$ cat src/rtl/mano_pkg.sv
// mano_pkg: shared Mano word/address widths and memory FSM state type.
package mano_pkg;

    localparam int MANO_WORD_W = 16;
    localparam int MANO_ADDR_W = 4;
    localparam int MANO_DEPTH  = 2 ** MANO_ADDR_W;

    typedef enum logic [1:0] {
        IDLE   = 2'd0,
        ACCESS = 2'd1,
        DONE   = 2'd2
    } mem_state_t;

endpackage

$ cat src/rtl/mano_mem_array.sv
// mano_mem_array: single-port word storage with registered read port.
// Define MEM_PARITY_EN to keep an even-parity bit per word and flag mismatches.
module mano_mem_array #(
    parameter int DATA_W = 16,
    parameter int ADDR_W = 4,
    parameter int DEPTH  = 16
) (
    input  logic              clk_clock,
    input  logic              rst_n_reset,
    input  logic              we,
    input  logic              re,
    input  logic [ADDR_W-1:0] addr,
    input  logic [DATA_W-1:0] wdata,
    output logic [DATA_W-1:0] rdata,
    output logic              par_bad
);

    logic [DATA_W-1:0] mem [DEPTH];

    always_ff @(posedge clk_clock)
        if (we) mem[addr] <= wdata;

    // Read register holds its value until the next read, so writes leave it untouched.
    always_ff @(posedge clk_clock or negedge rst_n_reset)
        if (!rst_n_reset) rdata <= '0;
        else if (re) rdata <= mem[addr];

`ifdef MEM_PARITY_EN
    logic par [DEPTH];

    always_ff @(posedge clk_clock)
        if (we) par[addr] <= ^wdata;

    assign par_bad = (^mem[addr]) ^ par[addr];
`else
    assign par_bad = 1'b0;
`endif

endmodule

$ cat src/rtl/mano_memory_unit.sv
// mano_memory_unit: Mano main memory with request/ready handshake, 2-cycle latency.
// Define MEM_PARITY_EN to report stored-parity mismatches on reads via ERR_error.
module mano_memory_unit
    import mano_pkg::*;
#(
    parameter int DATA_W = MANO_WORD_W,
    parameter int ADDR_W = MANO_ADDR_W,
    parameter int DEPTH  = 2 ** ADDR_W
) (
    input  logic              clk_clock,
    input  logic              rst_n_reset,
    input  logic              READ_read,
    input  logic              WRITE_write,
    input  logic [ADDR_W-1:0] AR_address,
    input  logic [DATA_W-1:0] DR_input,
    output logic [DATA_W-1:0] M_output,
    output logic              BSY_busy,
    output logic              RDY_ready,
    output logic              ERR_error
);

    mem_state_t        state;
    logic [ADDR_W-1:0] addr_q;
    logic [DATA_W-1:0] data_q;
    logic              rd_q;
    logic              par_bad;

    // State is reset asynchronously, so a reset in ACCESS suppresses the commit edge.
    wire in_access = (state == ACCESS);

    mano_mem_array #(
        .DATA_W (DATA_W),
        .ADDR_W (ADDR_W),
        .DEPTH  (DEPTH)
    ) u_array (
        .clk_clock   (clk_clock),
        .rst_n_reset (rst_n_reset),
        .we          (in_access && !rd_q),
        .re          (in_access && rd_q),
        .addr        (addr_q),
        .wdata       (data_q),
        .rdata       (M_output),
        .par_bad     (par_bad)
    );

    always_ff @(posedge clk_clock or negedge rst_n_reset)
        if (!rst_n_reset) begin
            state     <= IDLE;
            addr_q    <= '0;
            data_q    <= '0;
            rd_q      <= 1'b0;
            BSY_busy  <= 1'b0;
            RDY_ready <= 1'b0;
            ERR_error <= 1'b0;
        end else begin
            RDY_ready <= 1'b0;
            ERR_error <= 1'b0;
            case (state)
                IDLE: begin
                    if (READ_read ^ WRITE_write) begin
                        state    <= ACCESS;
                        BSY_busy <= 1'b1;
                        addr_q   <= AR_address;
                        data_q   <= DR_input;
                        rd_q     <= READ_read;
                    end else begin
                        ERR_error <= READ_read & WRITE_write;
                    end
                end
                ACCESS: begin
                    state     <= DONE;
                    BSY_busy  <= 1'b0;
                    RDY_ready <= 1'b1;
                    ERR_error <= rd_q & par_bad;
                end
                default: state <= IDLE;
            endcase
        end

endmodule

$ cat config.mk
export PLATFORM = sky130hd
export DESIGN_NAME = mano_memory_unit
export DESIGN_NICKNAME = d
export VERILOG_FILES = /design/src/rtl/mano_pkg.sv /design/src/rtl/mano_mem_array.sv /design/src/rtl/mano_memory_unit.sv
export SDC_FILE = /design/constraint.sdc
export NUM_CORES = 1
export LEC_CHECK = 0
export CAP_MARGIN = 20
export CORE_MARGIN = 2
export CORE_UTILIZATION = 60
export CTS_CLUSTER_SIZE = 30
export DETAILED_ROUTE_END_ITERATION = 6
export HOLD_SLACK_MARGIN = 0.1
export MAX_ROUTING_LAYER = met4
export PLACE_DENSITY = 0.79
export SLEW_MARGIN = 30
export SYNTH_ARGS = -nofsm -noshare
export SYNTH_HDL_FRONTEND = slang
export SYNTH_HIERARCHICAL = 1
export SYNTH_SLANG_ARGS = --single-unit
export TNS_END_PERCENT = 30
$ cat constraint.sdc
create_clock -name clk_clock -period 3.7 [get_ports clk_clock]
set_clock_uncertainty 0.15 [all_clocks]
set_input_delay 0.74 -clock clk_clock [delete_from_list [all_inputs] [get_ports clk_clock]]
set_output_delay 0.74 -clock clk_clock [all_outputs]
set_load 0.01 [all_outputs]
# Word-level counts from Yosys, hierarchy flattened

Memories as Yosys holds them, arrays and structs flattened. A register that Yosys moved wholly into a read port is not among the register bits.
Index checks and enable logic that the tools add are counted.

Memories kept: 1
Input bits: 24
Bits in writable memories: 256
Output and inout port bits: 19
Bits in registers: 26
Word-level logic and storage cells: 29

Memories:

| memory      | words | bits a word | rd ports | clocked after memory_dff | write ports | line                 | text |
|---|---|---|---|---|---|---|---|
| u_array.mem | 16    | 16          | 1        | 1                        | 1           | mano_mem_array.sv:18 | `logic [DATA_W-1:0] mem [DEPTH];` |

Equal/unequal tests: 2
Bitwise operators: 2
Muxes and demuxes: 9
Reductions and logical operators: 8

Operators with widths:

| operator             | number |
|---|---|
| $mux W1              | 6 |
| $pmux W2 S2          | 1 |
| $reduce_and A2 Y1    | 2 |
| $eq A2 B1 Y1 const B | 1 |
| $logic_and A1 B1 Y1  | 2 |
| $logic_not A1 Y1     | 2 |
| $logic_not A2 Y1     | 1 |
| $mux W2              | 1 |
| $ne A2 B2 Y1 const B | 1 |
| $pmux W1 S2          | 1 |
| $reduce_bool A2 Y1   | 1 |
| $and A1 B1 Y1        | 1 |
| $xor A1 B1 Y1        | 1 |

# Depth between registers and ports, before layout

Gate-level depths: netlist of run 1.

Depth in word-level cells: 4
Gate-level depth with buffers: 7
Gate-level depth less buffers: 4

# Modules after synthesis

Netlist of run 1, hierarchy kept.

By module, submodules not included:

| module           | sequential area each (µm²) | times used | cells an instance | area an instance (µm²) |
|---|---|---|---|---|
| mano_mem_array   | 8087.8                     | 1          | 573               | 10526.3 |
| mano_memory_unit | 650.6                      | 1          | 61                | 997.2 |

# Worst setup path after synthesis of run 1

No wires, ideal clock.

Path kind: register -> register
Start point: reg state[0]
End point: mem u_array.mem[12][0] (enable)
Data arrival time: 2.167 ns
Cell stages (with the launch flop): 5
Slack: 0.974 ns
Setup time: 0.409 ns
Required time: 3.141 ns
Cell sequence: dfrtp_1 -> nor2b_1 -> nor2b_1 -> nand3_1 -> nor3_1

Cells in the longest elaborated chain, start to end: 4

RTL lines:

| what                          | line                   | text |
|---|---|---|
| from (decl)                   | mano_memory_unit.sv:22 | `mem_state_t state;` |
| from (signal assigned)        | mano_memory_unit.sv:48 | `state <= IDLE;` |
| from (signal assigned)        | mano_memory_unit.sv:61 | `state <= ACCESS;` |
| from (signal assigned)        | mano_memory_unit.sv:71 | `state <= DONE;` |
| $eq A2 B1 Y1                  | mano_memory_unit.sv:29 | `wire in_access = (state == ACCESS);` |
| named net in_access           | mano_memory_unit.sv:29 |  |
| $logic_and A1 B1 Y1           | mano_memory_unit.sv:38 | `.we (in_access && !rd_q),` |
| $mux W1                       | mano_mem_array.sv:21   | `if (we) mem[addr] <= wdata;` |
| $mux W1 (implied by the code) | mano_mem_array.sv:21   |  |
| to (decl)                     | mano_mem_array.sv:18   |  |

The timed path passes the listed nets, and every way through them passes these cells.

==> reports/metrics.cfg, run 1 <==
[setup_path]
worstSetupEndpointType=flop
critPathBufInv=1
cp_top_family=flip-flops
cp_slowest_cell=dfrtp_4
critical_path_class=reg2reg
required_ps=3940
arrival_ps=2810
cp-start-kind=flop
slowest_delay_ps=920
crit_chain=buf_4 -> mux4_2 -> o21ai_1 -> a31oi_1
critPathMaxFanout=43

[pwr]
p_per_area_mw_per_mm2=775
power.switching_mw=3.10
p_leak_nw=4.61
p_clk_share_pct=27.3
power_frac_comb_pct=21.5
internal-power_mw=7.08
ir_drop_uv=618
netSwitchingFraction_pct=30.4
seqPwrFrac_pct=51.2
p_total_mw=10.2

[detailed_routing]
dr.first_iter.drc_count=741
viasPerCell=6.41
ant_nets=0
vias=6133
finalWirelength_um=23600
drtPass1Iterations=5
drc=0
wire_per_inst_um=24.7

[yosys]
syn_avg_cell_area_um2=18.2
yosysSeqAreaShare_pct=75.8
syn-cell-area_mm2=0.0115
ys_types=34
synth_edf_count=256
synth_ff_type=edfxtp_1
ys_ff_latch=298
synth_nets=659
async_flop_share_pct=14.1
synth_cells=634
ys_warn_count=6

[placement]
dp_hpwl_um=14400
place_congestion=0.818
portBuffers=42
dpl_cell_area_mm2=0.0122

[global_routing]
grt_pass1_vias=6149
grtUsageTotal_pct=24.6
grt_pass1_wl_um=36400
grt_max_degree=45
antenna_found_initial=0
gr-total-overflow=0

[status]
outcome=complete, no violations

[cts]
cts-root-buf=clkbuf_16
clock_latency_ps=520
cts_made_buffers=27
holdBufCountCts=1
post_cts_buffers=0
htreeDepth=1
cts_resized=0
clk_pin_slew_worst_paths_ps=70
cts_tree=built
cts_buffer_depth=3
clock-sinks=298

[floorplanning]
coreArea_mm2=0.0188
die_h_um=143
die_x_um=143
ios=43
start_util_pct=61.4
die_area_mm2=0.0203
rows=50

[sta]
timing.final.max_slew_violations=0
relSlewSlack_pct=48.6
post-route-period-util_pct=69.6
tightest_slew_ps=772
finalSetupViolations=0
grt_setup_unrepaired=false
fmax_mhz=389
hold_violations=0
setup_tns_ps=0
period_minus_slack_ps=2570

[worst_hold_path]
min_path_type=reg2reg

[final_layout]
area_growth_pct=14.0
layout.nets=729
insertedDiodeCount=0
fin_area_mm2=0.0131
drive_above_1_share_pct=16.7
final_common_cell=edfxtp_1
layout_common_cells=256 x edfxtp_1, 96 x mux2i_1, 45 x nor2_1, 41 x clkdlybuf4s50_1, 39 x dfrtp_1

[job]
drv_cap=0

-- cells in the mapped netlist, types with 2 or more instances --
| cell | instances | area, µm² |
|---|---|---|
| edfxtp_1 | 256 | 7690 |
| mux2i_1 | 96 | 961 |
| nor2_1 | 45 | 169 |
| dfrtp_1 | 42 | 1050 |
| o22ai_1 | 32 | 200 |
| mux2_2 | 21 | 236 |
| a31oi_1 | 16 | 100 |
| mux4_2 | 16 | 360 |
| nand3_1 | 11 | 55.1 |
| nand2_1 | 10 | 37.5 |
| clkbuf_1 | 9 | 33.8 |
| a2bb2oi_1 | 8 | 70.1 |
| buf_4 | 8 | 60.1 |
| buf_6 | 8 | 90.1 |
| o21ai_1 | 8 | 40.0 |
| a221oi_1 | 6 | 52.6 |
| buf_2 | 6 | 30.0 |
| nand3b_1 | 5 | 37.5 |
| nand2b_1 | 4 | 25.0 |
| nor2b_1 | 4 | 25.0 |
| nor3_1 | 4 | 20.0 |
| or3b_1 | 3 | 26.3 |
| a21oi_1 | 2 | 10.0 |
| a221oi_2 | 2 | 30.0 |
| buf_1 | 2 | 7.51 |
| buf_12 | 2 | 40.0 |
-- worst register-to-register path, stage by stage (launching register included) --
cell and delay, ps:
dfrtp_4 920, buf_4 470, mux4_2 560, o21ai_1 210, a31oi_1 120
-- metrics by stage --
stage	util [%]	instances	worst slack, ps	hold WS (ps)
6_report	70.0	957	1130	379
5_1_grt	70.0	957	1040	406
3_5_place_dp	65.3	908	793	376
2_1_floorplan	-	634	974	294
3_3_place_gp	65.2	908	895	353
4_1_cts	70.0	957	1170	381
-- power groups by stage --
stage / combinational (mW) / clock (mW) / sequential [mW]
6_report: 2.19 / 2.78 / 5.22
5_1_grt: 2.33 / 2.93 / 5.29
4_1_cts: 2.17 / 2.80 / 5.21
3_5_place_dp: 2.13 / 0 / 5.26
3_3_place_gp: 2.07 / 0 / 5.20
2_1_floorplan: 1.76 / 0 / 4.77
-- registers in the layout, summed over array words and instances, names as in the netlist --
| register | flops |
|---|---|
| rd_q | 1 |
| state | 2 |
| BSY_busy | 1 |
| ERR_error | 1 |
| data_q | 16 |
| u_array/mem | 256 |
| u_array/rdata | 16 |
| RDY_ready | 1 |
| addr_q | 4 |
-- logic make-up (layout without fill, tap and decap cells) --
group,after synthesis,after routing,share of synthesized area (%)
compound gates,74,74,4.36
flops,298,298,75.8
other cells,1,1,0.0325
mux,133,133,13.5
fa+ha+maj,1,1,0.109
buf+inv,37,126,2.37
simple gates,90,90,3.78
-- cell type report --
cell class | count | area, µm²
sequential | 298 | 8750
fill | 1133 | 5630
multi-input combinational | 299 | 2530
clock buffer | 34 | 712
timing repair buffer | 77 | 683
tap | 234 | 293
clock inverter | 14 | 168
inverter | 1 | 3.75
-- per-layer routing --
metal	global-route usage, %	part of all wire [%]
met3	3.43	7.9
met2	39.0	49
met5	-	0
met1	34.9	41
met4	5.63	1.3
-- worst paths after layout --
path                        startpoint          endpoint  slack, ps  cells after the start
setup / recovery             addr_q[0]  u_array/rdata[3]       1130                      4
hold / removal                BSY_busy          BSY_busy        380                      2
setup reg to reg             addr_q[0]  u_array/rdata[3]       1130                      4
hold reg to reg               BSY_busy          BSY_busy        380                      2
max in group asynchronous  rst_n_reset         addr_q[3]       2300                      2
min in group asynchronous  rst_n_reset         data_q[8]        610                      2
No activity file was read; power rests on OpenSTA's default activity.
==> run 2: changes to the inputs <==
CORE_UTILIZATION = 54   (was 60)
PLACE_DENSITY = 0.75   (was 0.79)
clock period = 2.3 ns   (was 3.7 ns; I/O delays follow)
==> run 2 against run 1 <==
The flow now finishes with violations (design-rule violations). Combinational power grew 75%. Non-clock buffer count increased by 25. Fmax up 17%. Die area up 11%. Via count is 0.73% lower. Clock power is 60% higher. Critical endpoint is now u_array/mem[11][0].
==> reports/metrics.cfg, run 2 (same netlist as run 1, synthesis figures left out) <==
[global_routing]
grt_max_degree=33  ; -27%
grt_pass1_vias=6181  ; +0.52%
antenna_found_initial=0  ; unchanged
gr-total-overflow=0  ; unchanged
grtUsageTotal_pct=22.3  ; -2.3 points
grt_pass1_wl_um=36100  ; -0.78%

[placement]
portBuffers=42  ; unchanged
dp_hpwl_um=15600  ; +8.2%
place_congestion=0.845  ; +3.3%

[pwr]
p_per_area_mw_per_mm2=1220  ; +58%
ir_drop_uv=905  ; +47%
p_leak_nw=4.76  ; +3.2%
p_total_mw=16.4  ; +61%

[setup_path]
worstSetupEndpointType=flop
reg2regPathDepth=4  ; unchanged
arrival_ps=2240  ; -570 ps
r2r-start=addr_q[1]
cp-start-kind=flop
critPathMaxFanout=18  ; -58%
critical_path_class=reg2reg
reg2reg_slack_ps=110  ; -1020 ps
required_ps=2350  ; -1590 ps
setup.worst_path.start=addr_q[1]

[cts]
cts_buffer_depth=3  ; unchanged
cts-root-buf=clkbuf_16
htreeDepth=1  ; unchanged
cts_made_buffers=28  ; +3.7%
clock_latency_ps=530  ; about the same
clk_pin_slew_worst_paths_ps=60  ; about the same
cts_tree=built
clock-sinks=298  ; unchanged

[final_layout]
largest-register=u_array/mem
area_growth_pct=16.5
layout_common_cells=256 x edfxtp_1, 96 x mux2i_1, 57 x buf_4, 45 x nor2_1, 41 x clkdlybuf4s50_1
reg.largest.list=u_array/mem (256), data_q (16), u_array/rdata (16)
fill_cells=1424  ; +26%
largest_reg_flops=256  ; unchanged
drive_above_1_share_pct=20.3  ; +3.6 points
register_area_mm2=0.00874  ; about the same
final_util_pct=64.1  ; -5.9 points
layout.nets=755  ; +3.6%
final_common_cell=edfxtp_1
insertedDiodeCount=0  ; unchanged
multi_input_area_mm2=0.00253  ; about the same

[sta]
finalSetupViolations=0  ; unchanged
timing.final.max_slew_violations=0  ; unchanged
relSlewSlack_pct=58.7  ; +10 points
post-route-period-util_pct=95.3  ; +26 points
fmax_mhz=456  ; +17%
period_minus_slack_ps=2190  ; -382 ps
grt_setup_unrepaired=false
hold_violations=0  ; unchanged
tightest_slew_ps=620  ; -152 ps

[status]
violations=design-rule violations
outcome=finished, violations left

[detailed_routing]
ant_nets=0  ; unchanged
drc=3  ; +3
vias=6088  ; -0.73%
viasPerCell=5.93  ; -7.5%
finalWirelength_um=23400  ; -0.73%
dr.first_iter.drc_count=624  ; -16%
wire_per_inst_um=22.8  ; -7.5%
drtPass1Iterations=7  ; +2

[floorplanning]
die_h_um=150  ; +5.3%
ios=43  ; unchanged
die_area_mm2=0.0225  ; +11%
die_x_um=150  ; +5.3%
coreArea_mm2=0.0210  ; +12%
start_util_pct=55.0  ; -6.4 points
rows=53  ; +6.0%

[job]
drv_cap=0  ; unchanged

[worst_hold_path]
min_path_type=in2async

==> run 2: timing repair <==
item | in CTS | in global routing
setup buffers | 0 | 0
setup endpoints to repair | 0 | 5
gates resized for setup | 0 | 1
endpoints found under the hold margin | 42 | 0
hold buffers | 1 | 0
==> run 2: path summary, 6_finish.rpt <==
path,to
worst max-delay path,u_array/mem[11][0]
worst min-delay path,rd_q
worst max register to register,u_array/mem[11][0]
worst min register to register,BSY_busy
max in group asynchronous,addr_q[3]
min in group clk_clock,BSY_busy
==> run 2: critical path, cell delays in order (launching register included) <==
cell	delay, ps
dfrtp_1	720
buf_4	360
nand2_1	140
nor2_1	190
buf_4	300
==> run 2: cell type report <==
cell class,instances,area share (%)
Multi-Input combinational cell,299,18.9
Timing Repair Buffer,102,6.65
Sequential cell,298,65.1
Inverter,1,0.0279
Clock inverter,14,0.978
Tap cell,275,2.56
Clock buffer,38,5.80
==> run 2: stage by stage <==
stage | std cells | setup WS [ps] | instance area (µm²) | setup TNS, ps | hold WS (ps)
after CTS | 1027 | 145 | 13400 | 0 | 166
after detailed placement | 974 | 9.79 | 12500 | 0 | 203
after global placement | 974 | 73.9 | 12500 | 0 | 195
final | 1027 | 109 | 13400 | 0 | 179
after floorplan | 634 | -416 | 11500 | -13280 | 14.4
after global routing | 1027 | 19.6 | 13400 | 0 | 205
==> run 2: power by group <==
part           total [mW]  switching, mW  internal (mW)
Combinational        3.83           1.93           1.90
Sequential           8.12           1.11           7.01
Clock                4.45           1.85           2.61
==> run 2: routing by layer <==
| metal | track usage [%] | share of wire (%) |
|---|---|---|
| met3 | 2.84 | 6.8 |
| met1 | 30.8 | 41 |
| met2 | 36.0 | 50 |
| met4 | 5.66 | 2.1 |
| met5 | - | 0 |
==> run 3: changes to the inputs <==
CORE_UTILIZATION = 50   (was 54)
PLACE_DENSITY = 0.7   (was 0.75)
==> run 3 against run 2 <==
The run now ends clean. Via count fell by 2.0%. Sequential share of layout area fell by 0.65 points. Hold slack improved by 79 ps. Clock power rose by 8.8%. Largest power group unchanged. Count of clock-buffer cells in the layout rose by 5. Register-to-register slack barely moved. Global-route usage fell by 2.3 points. Core utilization fell by 4.2 points. Critical path depth did not move. Critical path type unchanged. Final cell count barely moved. Fmax rose by 0.42%.
==> reports/metrics.cfg, run 3 (same netlist as run 1, synthesis figures left out) <==
[setup_path]
crit_chain=or3b_1 -> o22ai_1 -> nor2_1 -> a31oi_1
regToRegEndpoint=u_array/rdata[7]
critPathMaxFanout=16  ; -2
cp_top_family=flip-flops
slowest_delay_ps=790  ; +70 ps
required_ps=2600  ; +250 ps
critical_path_class=reg2reg
critPathBufInv=0  ; -2
cp-start-kind=flop
arrival_ps=2490  ; +250 ps
r2r-start=addr_q[1]
reg2regPathDepth=4  ; unchanged
reg2reg_slack_ps=120  ; about the same
cp_slowest_cell=dfrtp_1
worstSetupEndpointType=flop

[cts]
clk_pin_slew_worst_paths_ps=60  ; about the same
cts_buffer_depth=3  ; unchanged
post_cts_buffers=0  ; unchanged
cts_made_buffers=28  ; unchanged
clock_latency_ps=540  ; about the same
clock-sinks=298  ; unchanged
cts_tree=built
htreeDepth=1  ; unchanged
cts-root-buf=clkbuf_16

[sta]
tightest_slew_ps=695  ; +74.6 ps
period_minus_slack_ps=2180  ; -9.21 ps
setup_tns_ps=0  ; unchanged
relSlewSlack_pct=53.7  ; -5.0 points
hold_violations=0  ; unchanged
worst_slack_ps=118  ; +9.21 ps
fmax_mhz=458  ; +0.42%
post-route-period-util_pct=94.9  ; -0.40 points
timing.final.max_slew_violations=0  ; unchanged
whs_ps=258  ; +78.6 ps
grt_setup_unrepaired=false
finalSetupViolations=0  ; unchanged

[detailed_routing]
finalWirelength_um=23000  ; -1.9%
vias=5968  ; -2.0%
wire_per_inst_um=22.3  ; -2.0%
drtPass1Iterations=5  ; -2
drc=0  ; -3
dr.first_iter.drc_count=476  ; -24%
viasPerCell=5.81  ; -2.1%
ant_nets=0  ; unchanged

[floorplanning]
die_x_um=156  ; +3.8%
die_area_mm2=0.0243  ; +7.8%
ios=43  ; unchanged
die_h_um=156  ; +3.8%
rows=55  ; +3.8%
coreArea_mm2=0.0226  ; +8.0%
start_util_pct=50.9  ; -4.1 points

[placement]
dpl.cell_count=975  ; +0.10%
portBuffers=42  ; unchanged
place_congestion=0.779  ; -7.8%
dp_hpwl_um=14900  ; -4.6%
dpl_worst_slack_ps=1.35  ; -8.45 ps
dpl_cell_area_mm2=0.0125  ; +0.26%

[final_layout]
largest_reg_flops=256  ; unchanged
insertedDiodeCount=0  ; unchanged
final_util_pct=59.9  ; -4.2 points
reg.largest.list=u_array/mem (256), data_q (16), u_array/rdata (16)
largest-register=u_array/mem
fin_cells=1028  ; +0.097%
layout.nets=746  ; -1.2%
fin_area_mm2=0.0136  ; +1.0%
layout_common_cells=256 x edfxtp_1, 96 x mux2i_1, 45 x nor2_1, 41 x clkdlybuf4s50_1, 41 x buf_4
final_common_cell=edfxtp_1
drive_above_1_share_pct=19.9  ; -0.43 points
area_growth_pct=17.7

[global_routing]
grt_pass1_vias=6140  ; -0.66%
grtUsageTotal_pct=20.0  ; -2.3 points
grt_pass1_wl_um=35600  ; -1.4%
antenna_found_initial=0  ; unchanged
grt_max_degree=34  ; +3.0%
gr-total-overflow=0  ; unchanged

[pwr]
p_clk_share_pct=28.8  ; +1.7 points
power.switching_mw=4.95  ; +1.3%
power_frac_comb_pct=22.8  ; -0.6 points
ir_drop_uv=1040  ; +15%
p_total_mw=16.8  ; +2.5%
netSwitchingFraction_pct=29.4  ; -0.35 points
p_leak_nw=4.80  ; +0.70%
internal-power_mw=11.9  ; +3.0%
seqPwrFrac_pct=48.4  ; -1.1 points
p_per_area_mw_per_mm2=1240  ; +1.5%

[job]
drv_cap=0  ; unchanged

[worst_hold_path]
min_path_type=in2async

[status]
outcome=complete, no violations

==> run 3: routing by layer <==
layer  wire, µm  part of all wire [%]  vias up  track usage, %
met5          0                     0        -               -
met4        363                   1.6        0            4.89
met3       1100                   4.8       33            2.31
met2      11500                    50      167            32.6
met1      10000                    44     3089            27.5
li1           -                     -     2679               -
==> run 3: how the worst max path moves through the flow <==
stage              start                 to  slack [ps]  cells after the start
2_1_floorplan   state[0]  u_array/mem[8][0]        -420                      4
4_1_cts        addr_q[1]   u_array/rdata[7]         160                      4
3_5_place_dp   READ_read          data_q[6]           1                      5
3_3_place_gp   READ_read               rd_q          70                      5
5_1_grt        addr_q[0]   u_array/rdata[3]          40                      5
6_report       addr_q[1]   u_array/rdata[7]         120                      4
==> run 3: final cells by class <==
type / instances / area (µm²)
well taps: 285 / 357
inverters: 1 / 3.75
fillers: 1567 / 9070
multi-input cells: 299 / 2530
clock buffers: 43 / 911
flip-flops and latches: 298 / 8740
clock inverters: 9 / 104
repair buffers: 93 / 913
==> run 3: power by group through the flow <==
stage               Sequential, mW  Combinational [mW]  Clock, mW
floorplan                     7.67                2.84          0
global placement              8.19                3.73          0
finish                        8.15                3.83       4.84
CTS                           8.17                3.84       4.91
global route                  8.30                4.12       5.14
detailed placement            8.28                3.81          0
==> run 3: what timing repair did <==
item                                   CTS  global route
setup endpoints to repair                0            47
endpoints found under the hold margin   41             0
gates resized for setup                  0             1
hold buffers                             1             0
